`config.mk`:
```
export PLATFORM = sky130hd
export DESIGN_NAME = pl9823_chain_driver
export DESIGN_NICKNAME = d
export VERILOG_FILES = /design/src/rtl/pl9823_chain_driver_pkg.sv /design/src/rtl/pl9823_chain_driver_bit_tx.sv /design/src/rtl/pl9823_chain_driver.sv
export SDC_FILE = /design/constraint.sdc
export NUM_CORES = 1
export LEC_CHECK = 0
export CAP_MARGIN = 20
export CELL_PAD_IN_SITES_DETAIL_PLACEMENT = 1
export CELL_PAD_IN_SITES_GLOBAL_PLACEMENT = 1
export CORE_MARGIN = 2
export CORE_UTILIZATION = 54
export CTS_BUF_LIST = sky130_fd_sc_hd__clkbuf_8
export DETAILED_ROUTE_END_ITERATION = 10
export GPL_TIMING_DRIVEN = 0
export PLACE_DENSITY_LB_ADDON = 0.2
export SKIP_CTS_REPAIR_TIMING = 1
export SLEW_MARGIN = 20
export SYNTH_ARGS = -nofsm -noshare
export SYNTH_HDL_FRONTEND = slang
export SYNTH_SLANG_ARGS = --single-unit
```
`constraint.sdc`:
```
create_clock -name clk -period 5.5 [get_ports clk]
set_input_delay 1.65 -clock clk [delete_from_list [all_inputs] [get_ports clk]]
set_output_delay 1.65 -clock clk [all_outputs]
set_load 0.005 [all_outputs]
```
`src/rtl/pl9823_chain_driver_pkg.sv`:
```
// Shared definitions for the PL9823 chain driver: default 50 MHz timing,
// pixel field layout and FSM state encoding.
package pl9823_chain_driver_pkg;

  localparam int PIXEL_W = 24;
  localparam int R_LSB   = 16;
  localparam int G_LSB   = 8;
  localparam int B_LSB   = 0;

  localparam int T0H_CYC_DEF    = 18;
  localparam int T1H_CYC_DEF    = 68;
  localparam int TBIT_CYC_DEF   = 86;
  localparam int TRESET_CYC_DEF = 2600;

  localparam int BIT_CNT_W = $clog2(PIXEL_W);

  typedef enum logic [2:0] {
    ST_INIT_LATCH,
    ST_IDLE,
    ST_LOAD,
    ST_BIT,
    ST_LATCH
  } state_e;

  function automatic logic [PIXEL_W-1:0] pack_rgb(input logic [7:0] r,
                                                  input logic [7:0] g,
                                                  input logic [7:0] b);
    logic [PIXEL_W-1:0] w;
    w = '0;
    w[R_LSB +: 8] = r;
    w[G_LSB +: 8] = g;
    w[B_LSB +: 8] = b;
    return w;
  endfunction

endpackage

```
`src/rtl/pl9823_chain_driver_bit_tx.sv`:
```
// One PL9823 bit period: free-running period counter while go is high and
// high-time compare selected by the bit value being sent.
module pl9823_chain_driver_bit_tx
  import pl9823_chain_driver_pkg::*;
#(
  parameter int T0H_CYC  = T0H_CYC_DEF,
  parameter int T1H_CYC  = T1H_CYC_DEF,
  parameter int TBIT_CYC = TBIT_CYC_DEF
) (
  input  logic clk,
  input  logic rst_n,
  input  logic go,
  input  logic bit_val,
  output logic dout,
  output logic bit_end
);

  localparam int CW = $clog2(TBIT_CYC);

  logic [CW-1:0] cnt_q;
  logic [CW-1:0] high_cyc;

  assign high_cyc = bit_val ? CW'(T1H_CYC) : CW'(T0H_CYC);
  assign bit_end  = go && (cnt_q == CW'(TBIT_CYC - 1));
  assign dout     = go && (cnt_q < high_cyc);

  // Wrapping at bit_end keeps consecutive bits contiguous while go stays high.
  always_ff @(posedge clk or negedge rst_n) begin
    if (!rst_n) begin
      cnt_q <= '0;
    end else if (!go || bit_end) begin
      cnt_q <= '0;
    end else begin
      cnt_q <= cnt_q + CW'(1);
    end
  end

endmodule

```
`src/rtl/pl9823_chain_driver.sv`:
```
// Serial driver for a daisy chain of PL9823 RGB LEDs: pixel store, frame
// sequencing FSM and shift register feeding the bit-period transmitter.
//
// state         | meaning
// ST_INIT_LATCH | post-reset latch, line low, busy, no done
// ST_IDLE       | waiting for start (or auto refresh)
// ST_LOAD       | copy pixel[led_idx] into the shift register
// ST_BIT        | sending bits, MSB first, LED 0 first
// ST_LATCH      | line low for the reset/latch time, done on last cycle
module pl9823_chain_driver
  import pl9823_chain_driver_pkg::*;
#(
  parameter int N_LEDS       = 3,
  parameter int T0H_CYC      = T0H_CYC_DEF,
  parameter int T1H_CYC      = T1H_CYC_DEF,
  parameter int TBIT_CYC     = TBIT_CYC_DEF,
  parameter int TRESET_CYC   = TRESET_CYC_DEF,
  parameter bit AUTO_REFRESH = 1'b0,
  localparam int AW          = (N_LEDS > 1) ? $clog2(N_LEDS) : 1
) (
  input  logic               clk,
  input  logic               rst_n,
  input  logic               wr_en,
  input  logic [AW-1:0]      wr_addr,
  input  logic [PIXEL_W-1:0] wr_data,
  input  logic               start,
  output logic               busy,
  output logic               done,
  output logic               dout
);

  localparam int LW = $clog2(TRESET_CYC + 1);

  state_e               state_q, state_d;
  logic [LW-1:0]        lat_cnt_q, lat_cnt_d;
  logic [PIXEL_W-1:0]   shift_q, shift_d;
  logic [BIT_CNT_W-1:0] bit_cnt_q, bit_cnt_d;
  logic [AW-1:0]        led_idx_q, led_idx_d, led_nxt;
  logic [PIXEL_W-1:0]   pixel_q [N_LEDS];
  logic                 busy_q;
  logic                 go;
  logic                 bit_end;
  logic                 wr_ok;

  assign led_nxt = led_idx_q + AW'(1);
  assign wr_ok   = wr_en && (32'(wr_addr) < N_LEDS);
  assign busy    = busy_q;

  always_ff @(posedge clk or negedge rst_n) begin
    if (!rst_n) begin
      for (int i = 0; i < N_LEDS; i++) pixel_q[i] <= '0;
    end else if (wr_ok) begin
      pixel_q[wr_addr] <= wr_data;
    end
  end

  always_comb begin
    state_d   = state_q;
    lat_cnt_d = '0;
    shift_d   = shift_q;
    bit_cnt_d = bit_cnt_q;
    led_idx_d = led_idx_q;
    go        = 1'b0;
    done      = 1'b0;
    unique case (state_q)
      // One extra count covers the reset-release cycle, where busy is still low.
      ST_INIT_LATCH: begin
        if (lat_cnt_q == LW'(TRESET_CYC)) state_d = ST_IDLE;
        else lat_cnt_d = lat_cnt_q + LW'(1);
      end
      ST_IDLE: begin
        led_idx_d = '0;
        if (start || AUTO_REFRESH) state_d = ST_LOAD;
      end
      ST_LOAD: begin
        shift_d   = pixel_q[led_idx_q];
        bit_cnt_d = BIT_CNT_W'(PIXEL_W - 1);
        state_d   = ST_BIT;
      end
      ST_BIT: begin
        go = 1'b1;
        if (bit_end) begin
          if (bit_cnt_q != '0) begin
            shift_d   = {shift_q[PIXEL_W-2:0], 1'b0};
            bit_cnt_d = bit_cnt_q - BIT_CNT_W'(1);
          end else if (led_idx_q != AW'(N_LEDS - 1)) begin
            led_idx_d = led_nxt;
            shift_d   = pixel_q[led_nxt];
            bit_cnt_d = BIT_CNT_W'(PIXEL_W - 1);
          end else begin
            state_d = ST_LATCH;
          end
        end
      end
      ST_LATCH: begin
        if (lat_cnt_q == LW'(TRESET_CYC - 1)) begin
          done      = 1'b1;
          led_idx_d = '0;
          state_d   = AUTO_REFRESH ? ST_LOAD : ST_IDLE;
        end else begin
          lat_cnt_d = lat_cnt_q + LW'(1);
        end
      end
      default: state_d = ST_INIT_LATCH;
    endcase
  end

  always_ff @(posedge clk or negedge rst_n) begin
    if (!rst_n) begin
      state_q   <= ST_INIT_LATCH;
      lat_cnt_q <= '0;
      shift_q   <= '0;
      bit_cnt_q <= '0;
      led_idx_q <= '0;
      busy_q    <= 1'b0;
    end else begin
      state_q   <= state_d;
      lat_cnt_q <= lat_cnt_d;
      shift_q   <= shift_d;
      bit_cnt_q <= bit_cnt_d;
      led_idx_q <= led_idx_d;
      busy_q    <= (state_d != ST_IDLE);
    end
  end

  pl9823_chain_driver_bit_tx #(
    .T0H_CYC (T0H_CYC),
    .T1H_CYC (T1H_CYC),
    .TBIT_CYC(TBIT_CYC)
  ) u_bit_tx (
    .clk    (clk),
    .rst_n  (rst_n),
    .go     (go),
    .bit_val(shift_q[PIXEL_W-1]),
    .dout   (dout),
    .bit_end(bit_end)
  );

endmodule
```
# == After elaboration in Yosys (flattened, before gate mapping) ==
# Cells that the tools add are included.
# classes
n_addsub,4
n_lt_le_gt_ge,6
eq_ne,14
mux,37
n_bitwise,3
n_reduce_logical,12
# op_table
op,count
24-bit 2-to-1 mux,8
24-bit binary-select mux with 2-bit select,2
72-bit bitwise mux,1
24-bit demux with 2-bit select,1
24-bit case mux with 2 select lines,1
"12-bit equality test, second input constant",2
12-bit 2-to-1 mux,2
12-bit case mux with 2 select lines,1
3-bit 2-to-1 mux,6
5-bit 2-to-1 mux,3
3-bit case mux with 5 select lines,1
7-bit 2-to-1 mux,2
"12-bit by 1-bit adder with 12-bit output, second input constant",1
5-bit case mux with 2 select lines,1
"3-bit >= comparator, second input constant",3
2-bit inverter with 3-bit output,3
2-bit 2-to-1 mux,4
"2-bit != test, second input constant",4
"7-bit by 1-bit adder with 7-bit output, second input constant",1
"7-bit equality test, second input constant",1
7-bit < comparator,1
"3-bit by 2-bit equality test with 1-bit output, second input constant",2
2-bit case mux with 3 select lines,1
5-bit AND reduction,1
other kinds (18),23
# word_totals
register_bits,126
input_bits,30
output_inout_bits,3
word_cells,86

# == Longest topological paths before layout ==
# Gate-level depths: netlist of run 1.
# depth
word_depth,9
mapped_depth,10
ltp_nobuf,6

# == Cells and area by module ==
# A second synthesis of run 1 with hierarchy kept.
# unflattened
cells_unflattened,570
area_unflattened_um2,6592.6
# by_module_without_submodules
mod,instances,cells_each,area_per_inst_um2,seq_area_each_um2
pl9823_chain_driver,1,526,6164.7,2977.9
pl9823_chain_driver_bit_tx,1,44,427.9,175.2

# == Least setup slack after synthesis of run 1 ==
# Ideal clock, no wire load.
# synth_timing
path_kind,input-to-reg
startpoint,input port wr_addr[0]
endpoint,register pixel_q[51] in the netlist's numbering
setup_ns,0.125
arrival_time_ns,2.895
required_time_ns,5.375
path_slack_ns,2.480
path_stages,3
n_path_buf,1
path_cell_list,nor3b_1 clkbuf_1 mux2_2
# synth_between
elab_chain_len,6
elab_cells_between_ends,9
classes_between,order compare: 3; mux: 3; bitwise: 1; reduce/logical: 2
# synth_rtl
item,line_no,source
start: declaration,pl9823_chain_driver.sv:24,"input logic [AW-1:0] wr_addr,"
2-bit inverter with 3-bit output (implied by the code),pl9823_chain_driver.sv:53,pixel_q[wr_addr] <= wr_data;
3-bit >= comparator (implied by the code) / 3-bit by 1-bit < comparator with 1-bit output (equally long branches),pl9823_chain_driver.sv:53,
1-bit logical AND (implied by the code),pl9823_chain_driver.sv:53,
24-bit 2-to-1 mux (implied by the code),pl9823_chain_driver.sv:53,
24-bit demux with 2-bit select,pl9823_chain_driver.sv:53,
72-bit bitwise mux,pl9823_chain_driver.sv:53,
end signal: indexed assignment,pl9823_chain_driver.sv:53,
end: declaration,pl9823_chain_driver.sv:39,logic [PIXEL_W-1:0] pixel_q [N_LEDS];
# Parallel ways exist; a longest one is shown, timed or not.
# A chain may end at the register's enable or synchronous reset.

# == Worst setup path after layout of run 1 ==
# layout_timing
startpoint,register shift_q[23]
endpoint,output port dout
# layout_between
elab_chain_len,3
# layout_rtl
item,line_no,source
start: declaration,pl9823_chain_driver.sv:36,"logic [PIXEL_W-1:0] shift_q, shift_d;"
start signal: assignment,pl9823_chain_driver.sv:119,shift_q <= shift_d;
7-bit 2-to-1 mux,pl9823_chain_driver_bit_tx.sv:23,assign high_cyc = bit_val ? CW'(T1H_CYC) : CW'(T0H_CYC);
7-bit < comparator,pl9823_chain_driver_bit_tx.sv:25,assign dout = go && (cnt_q < high_cyc);
1-bit logical AND,pl9823_chain_driver_bit_tx.sv:25,
end: declaration,pl9823_chain_driver.sv:29,output logic dout
# Every way passes these cells.

==> results of run 1 <==
power breakdown:
group | internal (mW) | total [mW] | switching (mW) | leakage (nW)
logic | 0.184 | 0.300 | 0.116 | 1.44
registers | 1.03 | 1.11 | 0.0820 | 1.58
clock network | 0.406 | 0.763 | 0.357 | 0.206
total | 1.62 | 2.17 | 0.555 | 3.22
area by class of cell:
class | count | area share, %
Multi-Input combinational cell | 423 | 43.5
Inverter | 11 | 0.546
Buffer | 45 | 2.32
Timing Repair Buffer | 33 | 4.62
Clock buffer | 22 | 4.01
Clock inverter | 9 | 0.894
Tap cell | 147 | 2.43
Sequential cell | 126 | 41.7
critical path: stages, from the launching register on:
cell             delay [ps]
dfrtp_1                 430
inv_1                    80
ha_1                    270
o21ai_0                  80
nand2_1                  90
a211o_1                 300
a211oi_1                300
clkdlybuf4s50_1         560
placed cells by master (no fill, tap or decap), types with 2 or more instances in the layout:
master,synthesis,final
nand3b_1,4,4
a31oi_1,23,23
a22oi_1,2,2
clkinv_2,0,6
clkdlybuf4s50_1,0,31
a32o_1,24,24
mux2i_1,3,3
nand3_1,8,8
clkbuf_8,0,22
nand2b_1,2,2
a41oi_1,2,2
a221oi_1,23,23
and3b_1,2,2
nor3_1,3,3
xor2_1,9,9
inv_1,11,13
or4_1,2,2
mux2_2,119,119
ha_1,10,10
nor2_1,45,45
and3_1,2,2
o21ai_0,30,30
or3_1,2,2
o22a_1,2,2
nor3b_1,2,2
a21oi_1,26,26
nand2_1,39,39
nor2b_1,6,6
o31ai_1,4,4
buf_2,5,5
buf_1,3,3
nand4_1,3,3
xnor2_1,5,5
and4_1,2,2
dfrtp_1,126,126
clkbuf_1,37,37
state kept, by name, indices dropped and copies added (netlist names):
register / flops
pixel_q: 72
shift_q: 24
lat_cnt_q: 12
u_bit_tx.cnt_q: 7
bit_cnt_q: 5
state_q: 3
led_idx_q: 2
busy: 1
logic make-up after synthesis:
logic type / synth area share (%)
AOI/OAI and AO/OA: 15.4
xor gates and xnor gates: 1.84
adders and majority gates: 1.88
buffers and inverters: 3.25
DFF: 47.4
muxes: 20.6
and+or+nand+nor: 9.63
worst paths after layout:
check / start / endpoint
min in group asynchronous: rst_n / pixel_q[6]
worst min-delay path: u_bit_tx.cnt_q[0] / u_bit_tx.cnt_q[0]
max in group asynchronous: rst_n / lat_cnt_q[8]
worst max register to register: led_idx_q[0] / shift_q[11]
worst min register to register: u_bit_tx.cnt_q[0] / u_bit_tx.cnt_q[0]
worst max-delay path: shift_q[23] / dout
layer usage:
| layer | global-route usage, % | vias to the layer above | wire length [microns] | share of wire, % |
|---|---|---|---|---|
| met5 | 0 | - | 0 | 0 |
| li1 | - | 2357 | - | - |
| met1 | 33.1 | 2719 | 7460 | 41 |
| met3 | 6.96 | 40 | 826 | 4.5 |
| met2 | 51.9 | 145 | 9580 | 52 |
| met4 | 14.3 | 0 | 429 | 2.3 |
through the flow:
step	setup TNS, ps	util (%)	hold slack [ps]	std cells	worst slack, ps
CTS	0	62.9	500	816	1250
detailed placement	0	59.8	482	785	1300
finish	0	62.9	494	816	1280
global placement	-259400	59.6	475	784	-2070
floorplan	0	-	461	605	2480
global route	0	62.9	510	816	1160
synthesized netlist by cell type (3+ instances only):
cell	number
dfrtp_1	126
mux2_2	119
nor2_1	45
nand2_1	39
clkbuf_1	37
o21ai_0	30
a21oi_1	26
a32o_1	24
a221oi_1	23
a31oi_1	23
inv_1	11
ha_1	10
xor2_1	9
nand3_1	8
nor2b_1	6
buf_2	5
xnor2_1	5
nand3b_1	4
o31ai_1	4
buf_1	3
mux2i_1	3
nand4_1	3
nor3_1	3
==> impl_metrics.yaml, run 1 <==
run_status:
  status: "complete, no violations"
worst_setup_path:
  arrival_ps: 2570
  worst-setup-path-type: "flop to output pin"
  endpoint_kind: "output pin"
  required_ps: 3850
  start_kind: "flop"
  reg2reg_depth: 10
  rrSetupSlack_ps: 1590
  crit_fanout: 4
cells_and_area:
  multi_input_area_sq_um: 3280
  final_nets: 697
  register_area_sq_um: 3150
  n_antenna_cell: 0
  areaGrowthSynthToFinish_pct: 13.6
  drive_gt1_share_pct: 23.3
  fillerInstances: 1266
  stdcell_area_sq_um: 7560
clock_network:
  clockBufferDepth: 2
  insertion_delay_ps: 470
  cts_sinks: 126
  cts_tree: "yes"
  cts_buffers: 17
  cts.clk_slew.worst_paths_ps: 70
  htree_levels: 4
  cts_root_buffer: "clkbuf_8"
drt:
  ant_nets: 0
  wl_per_cell_microns: 22.4
  post_drt_via_cell_ratio: 6.45
  drc: 0
  vias: 5261
  drt_iter0_markers: 291
  first_pass_iters: 4
  wl_microns: 18300
die:
  die_y_microns: 115
  die_area_sq_um: 13200
  io_pins: 33
  rows: 40
  core-area_sq_um: 12000
  initial_core_util_pct: 55.4
  die_x_microns: 115
placed_design:
  globalplace.congestion: 0.843
  postPlaceCellArea_sq_um: 7190
  place_hpwl_microns: 12300
  io_buffers: 32
worst_hold_path:
  holdPathStages: 1
  hp-class: "flop to flop"
synthesis:
  ys_warn_count: 0
  synth_area_per_cell_sq_um: 11.0
  synth_nets: 645
  synth_seq_area_share_pct: 47.4
  syn_inst: 605
  synth_edf_count: 0
  synth.top_cell.area_share_pct: 47.4
  ys_types: 52
  async_flop_share_pct: 100
  synth_area_leaders: "dfrtp_1 47%, mux2_2 20%, a32o_1 3.6%, a221oi_1 3.0%, nor2_1 2.5%"
  ys.flop_type: "dfrtp_1"
  syn_area_sq_um: 6650
  ys_ff_latch: 126
  yosysTopAreaCell: "dfrtp_1"
global_route:
  grt-ovfl-total: 0
  grtUsageTotal_pct: 29.3
  grt_pass1_wl_microns: 29600
  grt_max_degree: 68
  grt_pass1_vias: 5855
  antenna_found_initial: 0
sta:
  finalHoldViolCount: 0
  rsz0062_at_grt: "false"
  worst_slew_pin_slew_ps: 981
  skew_ps: 8.83
  slew_violations: 0
  relSlewSlack_pct: 34.5
  setup_viol: 0
  fin_crit_ps: 4220
  period_share_pct: 76.7
  max_freq_ghz: 0.237
power:
  leakagePower_nw: 3.22
  total_power_mw: 2.17
  irDropWorstVdd_mv: 0.149
  power.density_nw_per_um2: 288
flow_run:
  maxCapViolCount: 0
Power figures use the tool's default switching activity.
==> run 2: changes to the inputs <==
--- a/config.mk
+++ b/config.mk
@@ -9,7 +9,7 @@
 export CELL_PAD_IN_SITES_DETAIL_PLACEMENT = 1
 export CELL_PAD_IN_SITES_GLOBAL_PLACEMENT = 1
 export CORE_MARGIN = 2
-export CORE_UTILIZATION = 54
+export CORE_UTILIZATION = 50
 export CTS_BUF_LIST = sky130_fd_sc_hd__clkbuf_8
 export DETAILED_ROUTE_END_ITERATION = 10
 export GPL_TIMING_DRIVEN = 0
==> constraint.sdc (replaced) <==
create_clock -name clk -period 3.95 [get_ports clk]
set_input_delay 1.185 -clock clk [delete_from_list [all_inputs] [get_ports clk]]
set_output_delay 1.185 -clock clk [all_outputs]
set_load 0.005 [all_outputs]
==> impl_metrics.yaml, run 2 (synthesis results as in run 1) <==
sta:
  relSlewSlack_pct: 35.3
  finalHoldViolCount: 0
  setup_viol: 0
  period_share_pct: 94.3
  fin_crit_ps: 3730
  worst_slew_pin_slew_ps: 968
  skew_ps: 9.54
  rsz0062_at_grt: "false"
  max_freq_ghz: 0.268
  slew_violations: 0
die:
  rows: 42
  die_x_microns: 119
  initial_core_util_pct: 50.6
  die_area_sq_um: 14200
  core-area_sq_um: 13100
  io_pins: 33
  die_y_microns: 119
cells_and_area:
  areaGrowthSynthToFinish_pct: 15.1
  final_nets: 697
  stdcell_area_sq_um: 7660
  utilization_pct: 58.3
  fillerInstances: 1410
  final_common_cell: "dfrtp_1"
  drive_gt1_share_pct: 23.9
  largestRegisters: "pixel_q: 72 flops, shift_q: 24 flops, lat_cnt_q: 12 flops"
  largest_reg_flops: 72
  n_antenna_cell: 0
  max_flop_register: "pixel_q"
  most-common-layout-cells: "126 x dfrtp_1, 119 x mux2_2, 45 x nor2_1"
drt:
  post_drt_via_cell_ratio: 6.19
  wl_per_cell_microns: 21.4
  first_pass_iters: 9
  vias: 5239
  ant_nets: 0
  drc: 0
  drt_iter0_markers: 317
  wl_microns: 18100
worst_setup_path:
  start_kind: "flop"
  endpoint_kind: "output pin"
  required_ps: 2760
  crit_fanout: 4
  startpoint: "shift_q[23]"
  worst-setup-path-type: "flop to output pin"
  crit_family: "buffers and inverters"
  slowest_delay_ps: 560
  cp_slowest_cell: "clkdlybuf4s50_1"
  reg2reg_from: "led_idx_q[0]"
  reg2reg_depth: 10
  crit_chain: "inv_1 -> ha_1 -> o21ai_0 -> nand2_1 -> a211o_1 -> a211oi_1 -> clkdlybuf4s50_1"
  crit_buf_inv: 2
  arrival_ps: 2540
  path_depth: 7
clock_network:
  cts_sinks: 126
  htree_levels: 4
  insertion_delay_ps: 480
  cts_buffers: 17
  cts_root_buffer: "clkbuf_8"
  cts_tree: "yes"
  clockBufferDepth: 2
  cts.clk_slew.worst_paths_ps: 70
worst_hold_path:
  holdCritStartpoint: "shift_q[8]"
  hp-class: "flop to flop"
  holdPathStages: 1
flow_run:
  maxCapViolCount: 0
global_route:
  grt_pass1_wl_microns: 30100
  grtUsageTotal_pct: 27.0
  grt_pass1_vias: 5773
  grt_max_degree: 82
  grt-ovfl-total: 0
  antenna_found_initial: 0
power:
  switching_share_pct: 25.1
  p_sw_mw: 0.806
  clkPwrFrac_pct: 38.8
  irDropWorstVdd_mv: 0.262
  combPwrFrac_pct: 13.0
  power.density_nw_per_um2: 418
  seqPwrFrac_pct: 48.3
  cell_internal_pwr_mw: 2.40
  leakagePower_nw: 3.25
placed_design:
  io_buffers: 32
  place_hpwl_microns: 12300
  globalplace.congestion: 0.824
  postPlaceCellArea_sq_um: 7220
run_status:
  status: "complete, no violations"
-- run 2: final cells by class --
cell class                      count  area, sq um  area share [%]
Multi-Input combinational cell    423         3280            42.9
Sequential cell                   126         3150            41.2
Timing Repair Buffer               33          349            4.56
Clock buffer                       19          262            3.42
Tap cell                          176          220            2.88
Buffer                             45          178            2.32
Clock inverter                     13          170            2.22
Inverter                           11         41.3           0.539
-- run 2: power groups by stage --
stage	sequential [mW]	combinational [mW]	clock (mW)
final	1.55	0.415	1.24
after global routing	1.56	0.455	1.31
after CTS	1.54	0.418	1.26
after detailed placement	1.57	0.413	0
after global placement	1.55	0.387	0
after floorplan	1.52	0.298	0
-- run 2: worst paths after layout --
check | end | slack [ps]
worst max-delay path | dout | 220
worst min-delay path | shift_q[8] | 500
worst max register to register | shift_q[18] | 350
worst min register to register | shift_q[8] | 500
max in group asynchronous | lat_cnt_q[9] | 2570
min in group asynchronous | pixel_q[4] | 630
-- run 2: per-layer routing --
metal,share of wire [%],GRT usage [%]
met2,52,47.6
met1,42,32.4
met4,1.8,10.1
met3,3.7,5.94
met5,0,0
-- run 2: through the flow --
step	TNS, ps	setup WS, ps	instances	power [mW]	hold slack, ps
4_1_cts	0	204	846	3.22	504
2_1_floorplan	0	1110	605	1.82	461
6_report	0	224	846	3.20	503
5_1_grt	0	83.6	846	3.33	512
3_5_place_dp	0	232	814	1.98	481
3_3_place_gp	-398590	-3170	813	1.94	474
==> run 3: changes to the inputs <==
--- a/config.mk
+++ b/config.mk
@@ -15,7 +15,6 @@
 export GPL_TIMING_DRIVEN = 0
 export PLACE_DENSITY_LB_ADDON = 0.2
 export SKIP_CTS_REPAIR_TIMING = 1
-export SLEW_MARGIN = 20
 export SYNTH_ARGS = -nofsm -noshare
 export SYNTH_HDL_FRONTEND = slang
 export SYNTH_SLANG_ARGS = --single-unit
==> impl_metrics.yaml, run 3 (synthesis results as in run 1) <==
worst_hold_path:
  hold_end: "shift_q[17]"
  holdCritStartpoint: "shift_q[17]"
  hp-class: "flop to flop"
  holdPathStages: 1
die:
  io_pins: 33
  die_area_sq_um: 14200
  die_y_microns: 119
  core-area_sq_um: 13100
  die_x_microns: 119
  initial_core_util_pct: 50.6
  rows: 42
worst_setup_path:
  crit_fanout: 4
  required_ps: 2760
  reg2reg_from: "led_idx_q[0]"
  reg2reg_depth: 10
  endpoint_kind: "output pin"
  start_kind: "flop"
  timing.rr.end: "shift_q[18]"
  worst-setup-path-type: "flop to output pin"
  arrival_ps: 2550
  rrSetupSlack_ps: 340
drt:
  vias: 5229
  first_pass_iters: 5
  dr.max_layer_used: "met4"
  dr_wl_met3_microns: 764
  ant_nets: 0
  wl_per_cell_microns: 21.2
  drc: 0
  wl_microns: 17900
  post_drt_via_cell_ratio: 6.19
  drt_iter0_markers: 276
  dr_wl_met2_microns: 9240
  drt-met1-wl_microns: 7630
clock_network:
  insertion_delay_ps: 460
  cts_sinks: 126
  clockBufferDepth: 2
  cts_buffers: 17
  cts_root_buffer: "clkbuf_8"
  cts_tree: "yes"
  htree_levels: 4
  cts.clk_slew.worst_paths_ps: 70
global_route:
  grt-ovfl-total: 0
  grt_pass1_wl_microns: 30200
  grt_max_degree: 83
  grt_pass1_vias: 5788
  antenna_found_initial: 0
  grtUsageTotal_pct: 27.0
cells_and_area:
  final_nets: 697
  n_antenna_cell: 0
  most-common-layout-cells: "126 x dfrtp_1, 119 x mux2_2, 45 x nor2_1"
  stdcell_area_sq_um: 7580
  largest_reg_flops: 72
  max_flop_register: "pixel_q"
  areaGrowthSynthToFinish_pct: 14.0
  final_common_cell: "dfrtp_1"
  largestRegisters: "pixel_q: 72 flops, shift_q: 24 flops, lat_cnt_q: 12 flops"
  drive_gt1_share_pct: 23.6
power:
  leakagePower_nw: 3.22
  power.density_nw_per_um2: 393
  irDropWorstVdd_mv: 0.259
  total_power_mw: 2.98
sta:
  fin_crit_ps: 3740
  period_share_pct: 94.7
  finalHoldViolCount: 0
  fin_hold_ws_ps: 495
  skew_ps: 6.27
  setup_viol: 0
  slew_violations: 0
  relSlewSlack_pct: 32.9
  max_freq_ghz: 0.267
  worst_slew_pin_slew_ps: 1000
  rsz0062_at_grt: "false"
placed_design:
  postPlaceCellArea_sq_um: 7220
  place_hpwl_microns: 12300
  globalplace.congestion: 0.824
  io_buffers: 32
run_status:
  status: "complete, no violations"
flow_run:
  maxCapViolCount: 0
run 3: final cells by class:
class	count	area, sq um
flip-flops and latches	126	3150
plain buffers	45	178
well taps	176	220
repair buffers	33	349
multi-input cells	423	3280
clock inverters	8	40.0
clock buffers	23	317
fillers	1402	5560
inverters	11	41.3
run 3: metal layers:
layer / global-route usage [%] / up-vias
met1: 32.8 / 2710
met2: 46.4 / 127
met3: 6.90 / 32
met5: 0 / -
met4: 10.3 / 0
li1: - / 2360
run 3: worst max path at each step:
| stage | slack (ps) | endpoint | startpoint | cells past startpoint |
|---|---|---|---|---|
| finish | 210 | dout | shift_q[23] | 7 |
| global route | 100 | shift_q[18] | led_idx_q[0] | 10 |
| floorplan | 1110 | shift_q[5] | led_idx_q[0] | 10 |
| CTS | 170 | shift_q[12] | led_idx_q[0] | 10 |
| detailed placement | 210 | shift_q[8] | led_idx_q[0] | 10 |
| global placement | -3170 | lat_cnt_q[5] | rst_n | 1 |
run 3: critical path, stage by stage (launching register included):
cell and delay [ps]:
dfrtp_1 430, inv_1 100, ha_1 270, o21ai_0 80, nand2_1 80, a211o_1 300
a211oi_1 280, clkdlybuf4s50_1 570
run 3: per-stage QoR:
step	util [%]	cells	TNS [ps]	setup WS [ps]
detailed placement	55.0	814	0	209
global route	57.7	845	0	103
finish	57.7	845	0	210
CTS	57.7	845	0	165
floorplan	-	605	0	1110
global placement	54.8	813	-398590	-3170
run 3: where the power goes:
part	leakage (nW)	internal (mW)	total [mW]	switching, mW
clock network	0.196	0.520	1.02	0.499
logic	1.45	0.256	0.415	0.160
registers	1.58	1.43	1.55	0.115
total	3.22	2.21	2.98	0.774
